===== src/rtl/sum_acc_pkg.sv =====
// -----------------------------------------------------------------------------
// sum_acc_pkg
//   Shared definitions for the block sum accumulator.
//
//   Contents:
//     DEF_BLOCK_LEN : default number of samples per accumulation block
//     DEF_ACC_W     : default accumulator / result width in bits
//     CNT_W         : width of the sample counter and of out_count
//     state_t       : accumulator FSM states
//                       ACCUM - collecting samples, in_ready high
//                       HOLD  - presenting a finished result, out_valid high
// -----------------------------------------------------------------------------
package sum_acc_pkg;

  localparam int DEF_BLOCK_LEN = 8;
  localparam int DEF_ACC_W     = 8;

  // Block length tops out at 255, so an 8-bit counter always suffices.
  localparam int CNT_W = 8;

  typedef enum logic {
    ACCUM = 1'b0,
    HOLD  = 1'b1
  } state_t;

endpackage : sum_acc_pkg


===== src/rtl/acc_sat_add.sv =====
// -----------------------------------------------------------------------------
// acc_sat_add
//   Combinational saturating adder: adds a 2-bit unsigned sample to an
//   ACC_W-bit unsigned accumulator and clamps the result at 2^ACC_W-1.
//
//   Parameters:
//     ACC_W  : accumulator width in bits (2..16)
//
//   Ports:
//     acc    in  ACC_W : current accumulator value
//     addend in  2     : unsigned sample, 0..3
//     sum    out ACC_W : acc + addend, clamped to all-ones on overflow
//     sat    out 1     : high when the true sum exceeded 2^ACC_W-1
// -----------------------------------------------------------------------------
module acc_sat_add #(
  parameter int ACC_W = 8
) (
  input  logic [ACC_W-1:0] acc,
  input  logic [1:0]       addend,
  output logic [ACC_W-1:0] sum,
  output logic             sat
);

  // One extra bit catches the carry out of the full-width add.
  logic [ACC_W:0] wide;

  // NOTE: every output of a combinational block is assigned on every path;
  // a missing assignment would make the tool infer a latch.
  always_comb begin
    wide = {1'b0, acc} + {{(ACC_W - 1){1'b0}}, addend};
    sat  = wide[ACC_W];
    sum  = sat ? {ACC_W{1'b1}} : wide[ACC_W-1:0];
  end

endmodule : acc_sat_add


===== src/rtl/sum_accumulator.sv =====
// -----------------------------------------------------------------------------
// sum_accumulator
//   Collects 2-bit samples from the upstream adder stage into blocks of up to
//   BLOCK_LEN samples, summing them into a saturating ACC_W-bit accumulator.
//   A block closes when it reaches BLOCK_LEN samples or when flush is seen
//   with at least one sample in it. The finished result is held on the output
//   handshake until the downstream stage takes it; accumulation then resumes
//   on the following cycle (one bubble per block).
//
//   Parameters:
//     BLOCK_LEN : samples per block (1..255)
//     ACC_W     : accumulator / result width (2..16)
//
//   Ports:
//     clk       in  1     : clock, all state on the rising edge
//     rst       in  1     : asynchronous active-high reset
//     in_valid  in  1     : in_data carries a valid sample
//     in_data   in  2     : unsigned sample, 0..3
//     in_ready  out 1     : a sample is accepted this cycle (ACCUM)
//     flush     in  1     : close the current block early
//     out_valid out 1     : a result is presented (HOLD)
//     out_ready in  1     : downstream takes the result
//     out_sum   out ACC_W : saturated block sum
//     out_count out 8     : samples in the block, 1..BLOCK_LEN
//     out_ovf   out 1     : saturation occurred within the block
// -----------------------------------------------------------------------------
module sum_accumulator
  import sum_acc_pkg::*;
#(
  parameter int BLOCK_LEN = DEF_BLOCK_LEN,
  parameter int ACC_W     = DEF_ACC_W
) (
  input  logic             clk,
  input  logic             rst,
  input  logic             in_valid,
  input  logic [1:0]       in_data,
  output logic             in_ready,
  input  logic             flush,
  output logic             out_valid,
  input  logic             out_ready,
  output logic [ACC_W-1:0] out_sum,
  output logic [CNT_W-1:0] out_count,
  output logic             out_ovf
);

  localparam logic [CNT_W-1:0] BLOCK_LEN_C = CNT_W'(BLOCK_LEN);

  state_t state;
  state_t state_next;

  // Running block state.
  logic [ACC_W-1:0] acc;
  logic [CNT_W-1:0] cnt;
  logic             ovf;

  // Saturating adder outputs.
  logic [ACC_W-1:0] add_sum;
  logic             add_sat;

  // Values the block state takes after this edge's transfer, if any.
  logic [ACC_W-1:0] acc_upd;
  logic [CNT_W-1:0] cnt_upd;
  logic             ovf_upd;

  logic take_in;
  logic take_out;
  logic close_blk;

  acc_sat_add #(
    .ACC_W (ACC_W)
  ) u_add (
    .acc    (acc),
    .addend (in_data),
    .sum    (add_sum),
    .sat    (add_sat)
  );

  // ---------------------------------------------------------------------------
  // Handshakes and block-close decision
  // ---------------------------------------------------------------------------
  always_comb begin
    take_in  = in_valid & in_ready;
    take_out = out_valid & out_ready;

    acc_upd  = take_in ? add_sum : acc;
    ovf_upd  = ovf | (take_in & add_sat);
    cnt_upd  = cnt + {{(CNT_W - 1){1'b0}}, take_in};

    // A same-edge sample counts toward both the full-block and the flush
    // conditions, so a flush arriving with the last sample closes once and
    // includes that sample. Flush on an empty block does nothing.
    close_blk = (state == ACCUM) &&
                ((take_in && (cnt_upd == BLOCK_LEN_C)) ||
                 (flush && (cnt_upd != '0)));
  end

  // ---------------------------------------------------------------------------
  // FSM: state register
  // ---------------------------------------------------------------------------
  // NOTE: clocked state uses non-blocking assignments so every register
  // samples the pre-edge values regardless of statement order.
  always_ff @(posedge clk or posedge rst) begin
    if (rst) begin
      state <= ACCUM;
    end else begin
      state <= state_next;
    end
  end

  // ---------------------------------------------------------------------------
  // FSM: next-state logic
  // ---------------------------------------------------------------------------
  always_comb begin
    state_next = state;
    case (state)
      ACCUM: if (close_blk) state_next = HOLD;
      HOLD:  if (out_ready) state_next = ACCUM;
      default: state_next = ACCUM;
    endcase
  end

  // ---------------------------------------------------------------------------
  // FSM: outputs
  // ---------------------------------------------------------------------------
  always_comb begin
    in_ready  = (state == ACCUM);
    out_valid = (state == HOLD);
  end

  // ---------------------------------------------------------------------------
  // Datapath: block accumulation and result capture
  // ---------------------------------------------------------------------------
  always_ff @(posedge clk or posedge rst) begin
    if (rst) begin
      acc       <= '0;
      cnt       <= '0;
      ovf       <= 1'b0;
      out_sum   <= '0;
      out_count <= '0;
      out_ovf   <= 1'b0;
    end else begin
      case (state)
        ACCUM: begin
          acc <= acc_upd;
          cnt <= cnt_upd;
          ovf <= ovf_upd;
          // The result registers are loaded only when the block closes and
          // stay frozen for the whole HOLD period.
          if (close_blk) begin
            out_sum   <= acc_upd;
            out_count <= cnt_upd;
            out_ovf   <= ovf_upd;
          end
        end
        HOLD: begin
          // Clearing on the release edge leaves the next block empty when
          // in_ready returns on the following cycle.
          if (take_out) begin
            acc <= '0;
            cnt <= '0;
            ovf <= 1'b0;
          end
        end
        default: begin
          acc <= '0;
          cnt <= '0;
          ovf <= 1'b0;
        end
      endcase
    end
  end

endmodule : sum_accumulator


===== config.mk =====
export PLATFORM = sky130hd
export DESIGN_NAME = sum_accumulator
export DESIGN_NICKNAME = d
export VERILOG_FILES = /design/src/rtl/sum_acc_pkg.sv /design/src/rtl/acc_sat_add.sv /design/src/rtl/sum_accumulator.sv
export SDC_FILE = /design/constraint.sdc
export NUM_CORES = 1
export LEC_CHECK = 0
export ABC_AREA = 1
export CORE_UTILIZATION = 45
export CTS_CLUSTER_DIAMETER = 40
export DETAILED_ROUTE_END_ITERATION = 8
export DONT_BUFFER_PORTS = 1
export MAX_ROUTING_LAYER = met4
export PLACE_DENSITY = 0.57
export SYNTH_ARGS = -nofsm -noshare
export SYNTH_HDL_FRONTEND = slang
export SYNTH_HIERARCHICAL = 1
export SYNTH_SLANG_ARGS = --single-unit

===== constraint.sdc =====
create_clock -name clk -period 3.7 [get_ports clk]
set_input_delay 0.74 -clock clk [delete_from_list [all_inputs] [get_ports clk]]
set_output_delay 0.74 -clock clk [all_outputs]
set_load 0.01 [all_outputs]

# ---- Word-level counts from Yosys, hierarchy flattened
# Index checks and enable logic that the tools add are counted.
dict set report totals {
  reg_bits 35
  word_cells 32
  in_bits 7
}
dict set report op_classes {
  n_eq_ne 2
  add_sub_neg 2
  n_reduce_logical 6
  bitwise 5
  mux 10
}
# cell n
set op_table {}
lappend op_table {{8-bit case mux with 2 select lines} 2}
lappend op_table {{8-bit two-way mux} 3}
lappend op_table {{8-bit by 2-bit adder with 9-bit output} 1}
lappend op_table {{8-bit by 1-bit adder with 8-bit output} 1}
lappend op_table {{8-bit by 4-bit equality test with 1-bit output (second input constant)} 1}
lappend op_table {{8-bit nonzero test} 1}
lappend op_table {{1-bit case mux with 2 select lines} 2}
lappend op_table {{1-bit AND} 3}
lappend op_table {{1-bit logical AND} 3}
lappend op_table {{1-bit two-way mux} 3}
lappend op_table {{2-bit by 1-bit != test with 1-bit output (second input constant)} 1}
lappend op_table {{2-bit AND reduction} 1}
lappend op_table {{1-bit logical OR} 1}
lappend op_table {{1-bit inverter} 1}
lappend op_table {{1-bit bitwise OR} 1}

# ---- Logic depth before layout (Yosys ltp)
# Gate-level depths: netlist of the first run.
dict set report depth {
  depth_word 9
  ltp_mapped 16
  ltp_nobuf 15
}

# ---- Hierarchy
# Netlist of the first run, hierarchy kept.
# mod seq_area_each_um2 area_per_inst_um2 cells_per_inst n_inst
set by_module_without_submodules {}
lappend by_module_without_submodules {sum_accumulator 875.8 1657.8 201 1}
lappend by_module_without_submodules {acc_sat_add 0.0 287.8 51 1}

# ---- Worst setup path before layout of the first run
# OpenSTA, ideal clock, no wires.
dict set report synth_timing {
  kind {in2reg}
  startpoint {in in_valid}
  endpoint {reg out_count[4]}
  path_stages 11
  slack_ns 1.221
  t_required_ns 3.583
  setup_ns 0.117
  arrival_ns 2.363
  path_cell_list {nand2_1 -> inv_1 -> ha_1 -> ha_1 -> xnor2_1 -> nand3_1 -> nor2_1 -> nand3_2 -> buf_2 -> nand3_1 -> nand2_1}
}
dict set report synth_between {
  elab_chain_cells 7
}
# item line
set synth_rtl {}
lappend synth_rtl {{from (decl)} sum_accumulator.sv:35} ;# input logic in_valid,
lappend synth_rtl {{1-bit AND *} sum_accumulator.sv:82} ;# take_in = in_valid & in_ready;
lappend synth_rtl {{8-bit by 1-bit adder with 8-bit output} sum_accumulator.sv:87} ;# cnt_upd = cnt + {{(CNT_W - 1){1'b0}}, take_in};
lappend synth_rtl {{8-bit by 4-bit equality test with 1-bit output / 8-bit nonzero test (equally long branches)} {sum_accumulator.sv:93, sum_accumulator.sv:94}}
lappend synth_rtl {{1-bit logical AND, on equally long branches} {sum_accumulator.sv:93, sum_accumulator.sv:94}}
lappend synth_rtl {{1-bit logical OR} sum_accumulator.sv:93} ;# ((take_in && (cnt_upd == BLOCK_LEN_C)) ||
lappend synth_rtl {{1-bit logical AND} sum_accumulator.sv:92} ;# close_blk = (state == ACCUM) &&
lappend synth_rtl {{2-bit AND reduction (no line)} --}
lappend synth_rtl {{to (signal assigned)} sum_accumulator.sv:151} ;# out_count <= cnt_upd;
lappend synth_rtl {{to (decl)} sum_accumulator.sv:42} ;# output logic [CNT_W-1:0] out_count,
# Mark *: on every way between the ends. The rest lies on a longest branch, timed or not.
# A chain may end at the register's enable or synchronous reset.

# ---- Final worst setup path of the first run
dict set report layout_timing {
  startpoint {reg state (netlist: out_valid)}
  endpoint {reg out_count[4]}
}
dict set report layout_between {
  elab_chain_cells 8
}
# item line
set layout_rtl {}
lappend layout_rtl {{from (decl)} sum_accumulator.sv:48} ;# state_t state;
lappend layout_rtl {{from (signal assigned)} sum_accumulator.sv:106} ;# state <= state_next;
lappend layout_rtl {{1-bit inverter (no line) *} --}
lappend layout_rtl {{1-bit AND} sum_accumulator.sv:82}
lappend layout_rtl {{8-bit by 1-bit adder with 8-bit output} sum_accumulator.sv:87}
lappend layout_rtl {{8-bit by 4-bit equality test with 1-bit output / 8-bit nonzero test (equally long branches)} {sum_accumulator.sv:93, sum_accumulator.sv:94}}
lappend layout_rtl {{1-bit logical AND, on equally long branches} {sum_accumulator.sv:93, sum_accumulator.sv:94}}
lappend layout_rtl {{1-bit logical OR} sum_accumulator.sv:93}
lappend layout_rtl {{1-bit logical AND} sum_accumulator.sv:92}
lappend layout_rtl {{2-bit AND reduction (no line)} --}
# Marks and branches as above.

==> results.json, run 1 <==
{
  "synth_top_area_share_pct": 45.0,
  "h-tree-depth": 2,
  "area_delta_synth_final_pct": 9.32,
  "crit_family": "simple AND/OR/NAND/NOR gates",
  "avgRoutedWirePerCell_um": 13.8,
  "finalPower_w": 0.00165,
  "start_util_pct": 47.6,
  "slowest_delay_ns": 0.37,
  "gp_congestion": 0.820,
  "synth_cells": 252,
  "antenna_found_initial": 0,
  "pwr-share-clk_pct": 21.7,
  "numCtsBuffers": 5,
  "portBuffers": 0,
  "ctsHoldBuffers": 0,
  "p_comb_share_pct": 39.3,
  "final_nets": 269,
  "async_flop_share_pct": 100,
  "die_h_um": 67.8,
  "cts_setup_buffers": 0,
  "switchingPower_w": 0.000697,
  "diodes": 0,
  "grt_max_degree": 24,
  "grt_pass1_wl_mm": 7.07,
  "hold_viol_final": 0,
  "rsz0062_at_grt": "no",
  "finClkSkew_ns": 0.00367,
  "relSlewSlack_pct": 39.8,
  "crit_path_start_kind": "register",
  "synth.avg_cell_area_um2": 7.72,
  "io_pins": 26,
  "fillCellCount": 416,
  "status": "finished, final reports clean",
  "worst_pin_slew_ns": 0.902,
  "timing.critical_path.mode_cell": "nand2_1",
  "cp_max_fo": 19,
  "yosys.area.top_type": "dfrtp_1",
  "min_path_type": "reg -> reg",
  "stdcell_count": 308,
  "drv_cap": 0,
  "path_buf_inv": 4,
  "tns_ns": 0,
  "synth.area.top_cells": "dfrtp_1, nand2_1, nand3_1",
  "ys.flop_type": "dfrtp_1",
  "internal_power_w": 0.000950,
  "clk_latency_ns": 0.28,
  "ys_seq_area_share_pct": 45.0,
  "dr_total_vias": 1545,
  "syn_area_um2": 1950,
  "synth_nets": 264,
  "ant_nets": 0,
  "dp_cells": 300,
  "cts_tree": "built",
  "max_freq_mhz": 350,
  "ys_seq_elements": 35,
  "p_per_area_nw_per_um2": 775,
  "seqPwrFrac_pct": 39.0,
  "ys_types": 28,
  "die_area_um2": 4590,
  "setup_viol": 0,
  "sw_frac_of_total_pct": 42.3,
  "finalCritPeriodShare_pct": 77.1,
  "leakage_nw": 1.16,
  "end_kind": "register",
  "track_usage_pct": 21.6,
  "clock-sinks": 35,
  "ctsResizeCount": 0,
  "ys_warn_count": 6,
  "crit_chain": "inv_1, buf_4, nand2_1, buf_4, inv_1, ha_1, ha_1, xnor2_1, nand3_1, nor2_1, nand3_2, nand2_4, nand2_1, nand2_1",
  "whs_ns": 0.520,
  "reg2reg_setup_slack_ns": 0.85,
  "final_util_pct": 52.1,
  "hpwl_mm": 2.96,
  "first_global_vias": 1456,
  "clk_path_buf_depth": 2,
  "detail_route.first_pass.iterations": 4,
  "wl_mm": 4.26,
  "synth_edf_count": 0,
  "viasPerCell": 5.02,
  "crit_slowest_cell": "nand3_2",
  "core_um2": 4090,
  "cts-root-buf": "clkbuf_8",
  "required_ns": 3.92,
  "report.final.slew_viol_count": 0,
  "dr.first_iter.drc_count": 68,
  "final_layout_size_suffix_gt1_share_pct": 9.69,
  "min_period_ns": 2.85,
  "gr-total-overflow": 0,
  "clkTransAtPathRegs_ns": 0.07,
  "die_w_um": 67.8,
  "critPathArrivalTime_ns": 3.08,
  "vdd_drop_max_v": 0.000321,
  "drc": 0,
  "critical_path_class": "reg -> reg",
  "rows": 23
}
-- worst reg2reg max path, cell delays in order (launching register included) --
cell	delay (ns)
dfrtp_1	0.34
inv_1	0.04
buf_4	0.18
nand2_1	0.07
buf_4	0.19
inv_1	0.08
ha_1	0.21
ha_1	0.21
xnor2_1	0.30
nand3_1	0.13
nor2_1	0.15
nand3_2	0.37
nand2_4	0.35
nand2_1	0.10
nand2_1	0.07
-- state kept, by name, summed over array words and instances, names as in the netlist --
signal,cells
out_ovf,1
ovf,1
out_valid,1
out_count,8
out_sum,8
acc,8
cnt,8
-- power groups by stage --
stage	sequential [W]	clock [W]	combinational (W)
floorplan	0.000625	0	0.000520
global placement	0.000653	0	0.000640
detailed placement	0.000651	0	0.000643
CTS	0.000645	0.000371	0.000651
global route	0.000662	0.000388	0.000733
finish	0.000642	0.000358	0.000647
-- cells by family (layout without fill, tap and decap cells) --
logic type / count (synthesis) / after routing / share of synthesized area [%]
and+or+nand+nor: 128 / 128 / 30.5
buffers and inverters: 51 / 57 / 10.4
DFF: 35 / 35 / 45.0
AOI/OAI and AO/OA: 30 / 30 / 9.13
adders and majority gates: 5 / 5 / 3.60
xor gates and xnor gates: 3 / 3 / 1.35
-- path summary, 6_finish.rpt --
check | cells after the start | from | endpoint
worst max-delay path | 14 | out_valid | out_count[4]
worst min-delay path | 2 | ovf | ovf
worst max register to register | 14 | out_valid | out_count[4]
worst min register to register | 2 | ovf | ovf
max in group asynchronous | 3 | rst | out_ovf
min in group asynchronous | 1 | rst | out_count[6]
-- stage by stage --
step / area, um^2 / setup WS [ns]
floorplan: 1950 / 1.22
global placement: 2010 / 0.679
detailed placement: 2010 / 0.669
CTS: 2130 / 0.828
global route: 2130 / 0.567
finish: 2130 / 0.846
-- area by class of cell --
class	count	area, um^2	share of cell area, %
timing repair buffer	5	37.5	1.76
clock buffer	6	82.6	3.88
sequential	35	876	41.2
inverter	44	165	7.76
multi-input combinational	166	868	40.8
clock inverter	2	35.0	1.65
tap	50	62.6	2.94
-- layout by cell type, fill, tap and decap left out, types with 2 or more instances in the layout --
cell type / netlist / final
a22o_1: 2 / 2
buf_4: 0 / 5
clkbuf_8: 0 / 6
dfrtp_1: 35 / 35
ha_1: 4 / 4
inv_1: 42 / 42
inv_2: 2 / 2
nand2_1: 74 / 74
nand2_4: 2 / 2
nand3_1: 32 / 32
nand3_2: 2 / 2
nor2_1: 12 / 12
o21ai_0: 13 / 13
o21ai_1: 3 / 3
o22ai_1: 9 / 9
xor2_1: 2 / 2
-- Yosys cell counts (2+ instances only) --
cell type	count
ha_1	4
nand3_1	32
nor2_1	12
nand3_2	2
dfrtp_1	35
inv_1	42
o21ai_0	13
a22o_1	2
inv_2	2
o22ai_1	9
nand2_1	74
o21ai_1	3
clkbuf_1	4
buf_2	2
xor2_1	2
nand2_4	2
-- per-layer routing --
layer  part of all wire [%]  GRT usage (%)  up-vias
met1                     51           29.0      700
met5                      0              -        -
li1                       -              -      804
met4                   0.45           4.79        0
met3                    6.1           6.42        2
met2                     42           31.9       39
Note: power is estimated with default switching activity, not from simulation.
==> inputs of run 2 (changes only) <==
clock period = 2.8 ns   (was 3.7 ns; I/O delays follow)
==> results.json, run 2 (same netlist as run 1, synthesis figures left out) <==
{
  "clk_latency_ns": 0.29,
  "ctsResizeCount": 0,
  "h-tree-depth": 2,
  "die_area_um2": 4590,
  "critical_path_class": "reg -> reg",
  "die_w_um": 67.8,
  "viasPerCell": 5.11,
  "rows": 23,
  "drv_cap": 0,
  "min_path_type": "in -> async",
  "gp_congestion": 0.851,
  "drc": 0,
  "max_freq_mhz": 444,
  "wl_mm": 4.22,
  "multiInputGateArea_um2": 868,
  "end_kind": "register",
  "final_layout_size_suffix_gt1_share_pct": 10.0,
  "ant_nets": 0,
  "seqCellArea_um2": 876,
  "stdcell_count": 309,
  "critPathArrivalTime_ns": 2.42,
  "p_per_area_nw_per_um2": 1020,
  "cp_max_fo": 19,
  "dr.first_iter.drc_count": 64,
  "finClkSkew_ns": 0.00511,
  "diodes": 0,
  "io_pins": 26,
  "finalCritPeriodShare_pct": 80.4,
  "leakage_nw": 1.17,
  "report.final.slew_viol_count": 0,
  "final_cell_mix": "nand2_1, inv_1, dfrtp_1",
  "area_delta_synth_final_pct": 9.71,
  "ctsHoldBuffers": 0,
  "rsz0062_at_grt": "no",
  "worst_pin_slew_ns": 0.937,
  "avgRoutedWirePerCell_um": 13.7,
  "die_h_um": 67.8,
  "required_ns": 2.97,
  "cts_tree": "built",
  "fillCellCount": 408,
  "portBuffers": 0,
  "min_period_ns": 2.25,
  "final_nets": 270,
  "antenna_found_initial": 0,
  "grt_pass1_wl_mm": 7.30,
  "dr_total_vias": 1580,
  "clkTransAtPathRegs_ns": 0.07,
  "clk_path_buf_depth": 2,
  "crit_path_start_kind": "register",
  "core_um2": 4090,
  "final_common_cell": "nand2_1",
  "grt_max_degree": 25,
  "hpwl_mm": 3.03,
  "detail_route.first_pass.iterations": 4,
  "setup_viol": 0,
  "clock-sinks": 35,
  "cts-root-buf": "clkbuf_8",
  "relSlewSlack_pct": 37.5,
  "gr-total-overflow": 0,
  "numCtsBuffers": 5,
  "dp_cells": 301,
  "track_usage_pct": 22.5,
  "start_util_pct": 47.6,
  "first_global_vias": 1529,
  "cts_setup_buffers": 0,
  "tns_ns": 0,
  "status": "finished, final reports clean",
  "hold_viol_final": 0,
  "vdd_drop_max_v": 0.000514
}
## run 2: changes by cell type in the layout (fill, tap and decap cells not counted)
| cell | before | now |
|---|---|---|
| buf_4 | 5 | 6 |
## run 2: stage by stage
step,util (%),instance area [um^2],power (W),setup WS [ns],hold slack [ns]
6_report,52.2,2130,0.00217,0.550,0.366
3_3_place_gp,49.4,2020,0.00171,0.385,0.495
3_5_place_dp,49.4,2020,0.00171,0.360,0.499
2_1_floorplan,-,1950,0.00151,0.501,0.470
4_1_cts,52.2,2130,0.00219,0.512,0.400
5_1_grt,52.2,2130,0.00238,0.209,0.457
## run 2: cell type report
cell class | instances | area share (%)
sequential | 35 | 41.0
tap | 50 | 2.93
inverter | 44 | 7.74
timing repair buffer | 6 | 2.11
multi-input combinational | 166 | 40.7
clock inverter | 2 | 1.64
clock buffer | 6 | 3.87
## run 2: critical path: stages, from the launching register on
cell     delay, ns
dfrtp_1       0.38
inv_1         0.07
nand2_1       0.06
inv_1         0.07
ha_1          0.18
ha_1          0.18
nand3_1       0.13
xor2_1        0.20
nor2_1        0.18
nand3_1       0.15
nand2_4       0.21
nand2_4       0.17
nand2_1       0.10
nand2_1       0.05
## run 2: path summary, 6_finish.rpt
path | from | endpoint | slack, ns | depth (start not counted)
worst max-delay path | out_valid | out_count[6] | 0.55 | 13
worst min-delay path | rst | out_count[4] | 0.37 | 1
worst max register to register | out_valid | out_count[6] | 0.55 | 13
worst min register to register | ovf | ovf | 0.51 | 2
max in group asynchronous | rst | acc[3] | 1.78 | 2
min in group clk | ovf | ovf | 0.51 | 2
## run 2: metal layers
layer / share of wire [%] / routed length, um / global-route usage, %
met5: 0 / 0 / -
met4: 1.4 / 57 / 6.38
met3: 6.0 / 254 / 7.43
met2: 42 / 1770 / 30.8
met1: 51 / 2140 / 31.2
## run 2: power by group
| group | leakage, nW | internal (W) | switching [W] | total, W |
|---|---|---|---|---|
| logic | 0.647 | 0.000298 | 0.000548 | 0.000846 |
| registers | 0.460 | 0.000669 | 0.000182 | 0.000851 |
| clock network | 0.0612 | 0.000288 | 0.000182 | 0.000470 |
==> inputs of run 3 (changes only) <==
clock period = 2.3 ns   (was 2.8 ns; I/O delays follow)
==> results.json, run 3 (same netlist as run 1, synthesis figures left out) <==
{
  "status": "finished, final reports clean",
  "p_per_area_nw_per_um2": 1180,
  "h-tree-depth": 2,
  "clk_latency_ns": 0.28,
  "worst_pin_slew_ns": 0.544,
  "avgRoutedWirePerCell_um": 13.9,
  "detail_route.first_pass.iterations": 4,
  "drc": 0,
  "clock-sinks": 35,
  "critPathArrivalTime_ns": 2.30,
  "crit_path_start_kind": "register",
  "start_util_pct": 47.6,
  "required_ns": 2.47,
  "rows": 23,
  "track_usage_pct": 21.9,
  "leakage_nw": 1.19,
  "numCtsBuffers": 5,
  "cts-root-buf": "clkbuf_8",
  "final_layout_size_suffix_gt1_share_pct": 14.4,
  "end_kind": "register",
  "whs_ns": 0.0950,
  "die_w_um": 67.8,
  "placed_area_um2": 2050,
  "hold_viol_final": 0,
  "finalPower_w": 0.00259,
  "setup_viol": 0,
  "hpwl_mm": 3.11,
  "relSlewSlack_pct": 63.7,
  "finalCritPeriodShare_pct": 92.6,
  "grt_max_degree": 19,
  "final_util_pct": 53.6,
  "dr_total_vias": 1610,
  "max_freq_mhz": 470,
  "die_h_um": 67.8,
  "design_area_um2": 2190,
  "final_nets": 275,
  "drv_cap": 0,
  "viasPerCell": 5.13,
  "die_area_um2": 4590,
  "tns_ns": 0,
  "clk_path_buf_depth": 2,
  "min_path_type": "in -> async",
  "clkTransAtPathRegs_ns": 0.08,
  "vdd_drop_max_v": 0.000622,
  "cts_tree": "built",
  "cts_setup_buffers": 0,
  "dr.first_iter.drc_count": 83,
  "core_um2": 4090,
  "final_cell_mix": "nand2_1, inv_1, dfrtp_1",
  "gr-total-overflow": 0,
  "grt_pass1_wl_mm": 7.14,
  "p_comb_share_pct": 43.1,
  "seqPwrFrac_pct": 40.1,
  "min_period_ns": 2.13,
  "antenna_found_initial": 0,
  "fillCellCount": 422,
  "pwr-share-clk_pct": 16.8,
  "io_pins": 26,
  "critical_path_class": "reg -> reg",
  "cp_max_fo": 8,
  "finClkSkew_ns": 0.00805,
  "sw_frac_of_total_pct": 44.3,
  "first_global_vias": 1470,
  "diodes": 0,
  "ant_nets": 0,
  "final_common_cell": "nand2_1",
  "switchingPower_w": 0.00115,
  "r2r_cells": 12,
  "area_delta_synth_final_pct": 12.6,
  "report.final.slew_viol_count": 0,
  "gp_congestion": 0.900,
  "portBuffers": 0,
  "wl_mm": 4.37,
  "internal_power_w": 0.00145
}
run 3: cell count changes in the layout (fill, tap and decap cells not counted), moves of 2 or more:
cell      previous run  this run
nand3_1             32        30
ha_2                 0         2
ha_1                 4         2
buf_4                6        10
clkinv_2             1         3
run 3: worst paths after layout:
path                                start      endpoint  slack (ns)
worst min register to register        ovf           ovf        0.52
worst min-delay path                  rst  out_count[2]        0.09
worst max register to register  out_valid    out_sum[4]        0.17
worst max-delay path            out_valid    out_sum[4]        0.17
max in group asynchronous             rst       out_ovf        1.99
min in group clk                 in_valid       out_ovf        0.45
run 3: worst max-delay path, stage by stage, from the launching register on:
cell	delay, ns
dfrtp_1	0.38
inv_1	0.07
nand2_1	0.07
inv_1	0.08
ha_2	0.19
ha_2	0.30
nor2_1	0.13
nand3_1	0.09
nor2_1	0.24
nand3_4	0.15
buf_4	0.19
nand3_1	0.08
nand2_1	0.06
run 3: final cells by class:
cell class | count | area [um^2] | share of cell area, %
clock buffers | 5 | 68.8 | 3.14
clock inverters | 3 | 15.0 | 0.685
inverters | 44 | 165 | 7.54
multi-input cells | 166 | 917 | 41.9
flip-flops and latches | 35 | 876 | 40.0
well taps | 50 | 62.6 | 2.86
repair buffers | 11 | 86.3 | 3.94
run 3: stage by stage:
step	cells	worst slack, ns
final	314	0.171
after CTS	314	0.126
after floorplan	252	0.0946
after global placement	306	0.146
after global routing	314	-0.00198
after detailed placement	306	0.127
run 3: power groups by stage:
| stage | Sequential [W] | Clock (W) | Combinational [W] |
|---|---|---|---|
| 4_1_cts | 0.00104 | 0.000449 | 0.00108 |
| 5_1_grt | 0.00107 | 0.000477 | 0.00126 |
| 3_3_place_gp | 0.00105 | 0 | 0.00107 |
| 6_report | 0.00104 | 0.000436 | 0.00112 |
| 3_5_place_dp | 0.00105 | 0 | 0.00108 |
| 2_1_floorplan | 0.00101 | 0 | 0.000837 |
run 3: per-layer routing:
metal / global-route usage [%] / share of wire [%] / vias to the layer above / wire (um)
met5: - / 0 / - / 0
met4: 6.65 / 0.87 / 0 / 38
met3: 6.25 / 7.2 / 5 / 314
met2: 30.2 / 42 / 45 / 1830
met1: 30.6 / 50 / 739 / 2190
li1: - / - / 821 / -
run 3: what timing repair did:
item,in CTS,in global routing
endpoints found under the setup margin,0,18
hold buffers,0,0
hold endpoints to repair,0,0
gates resized for setup,0,11
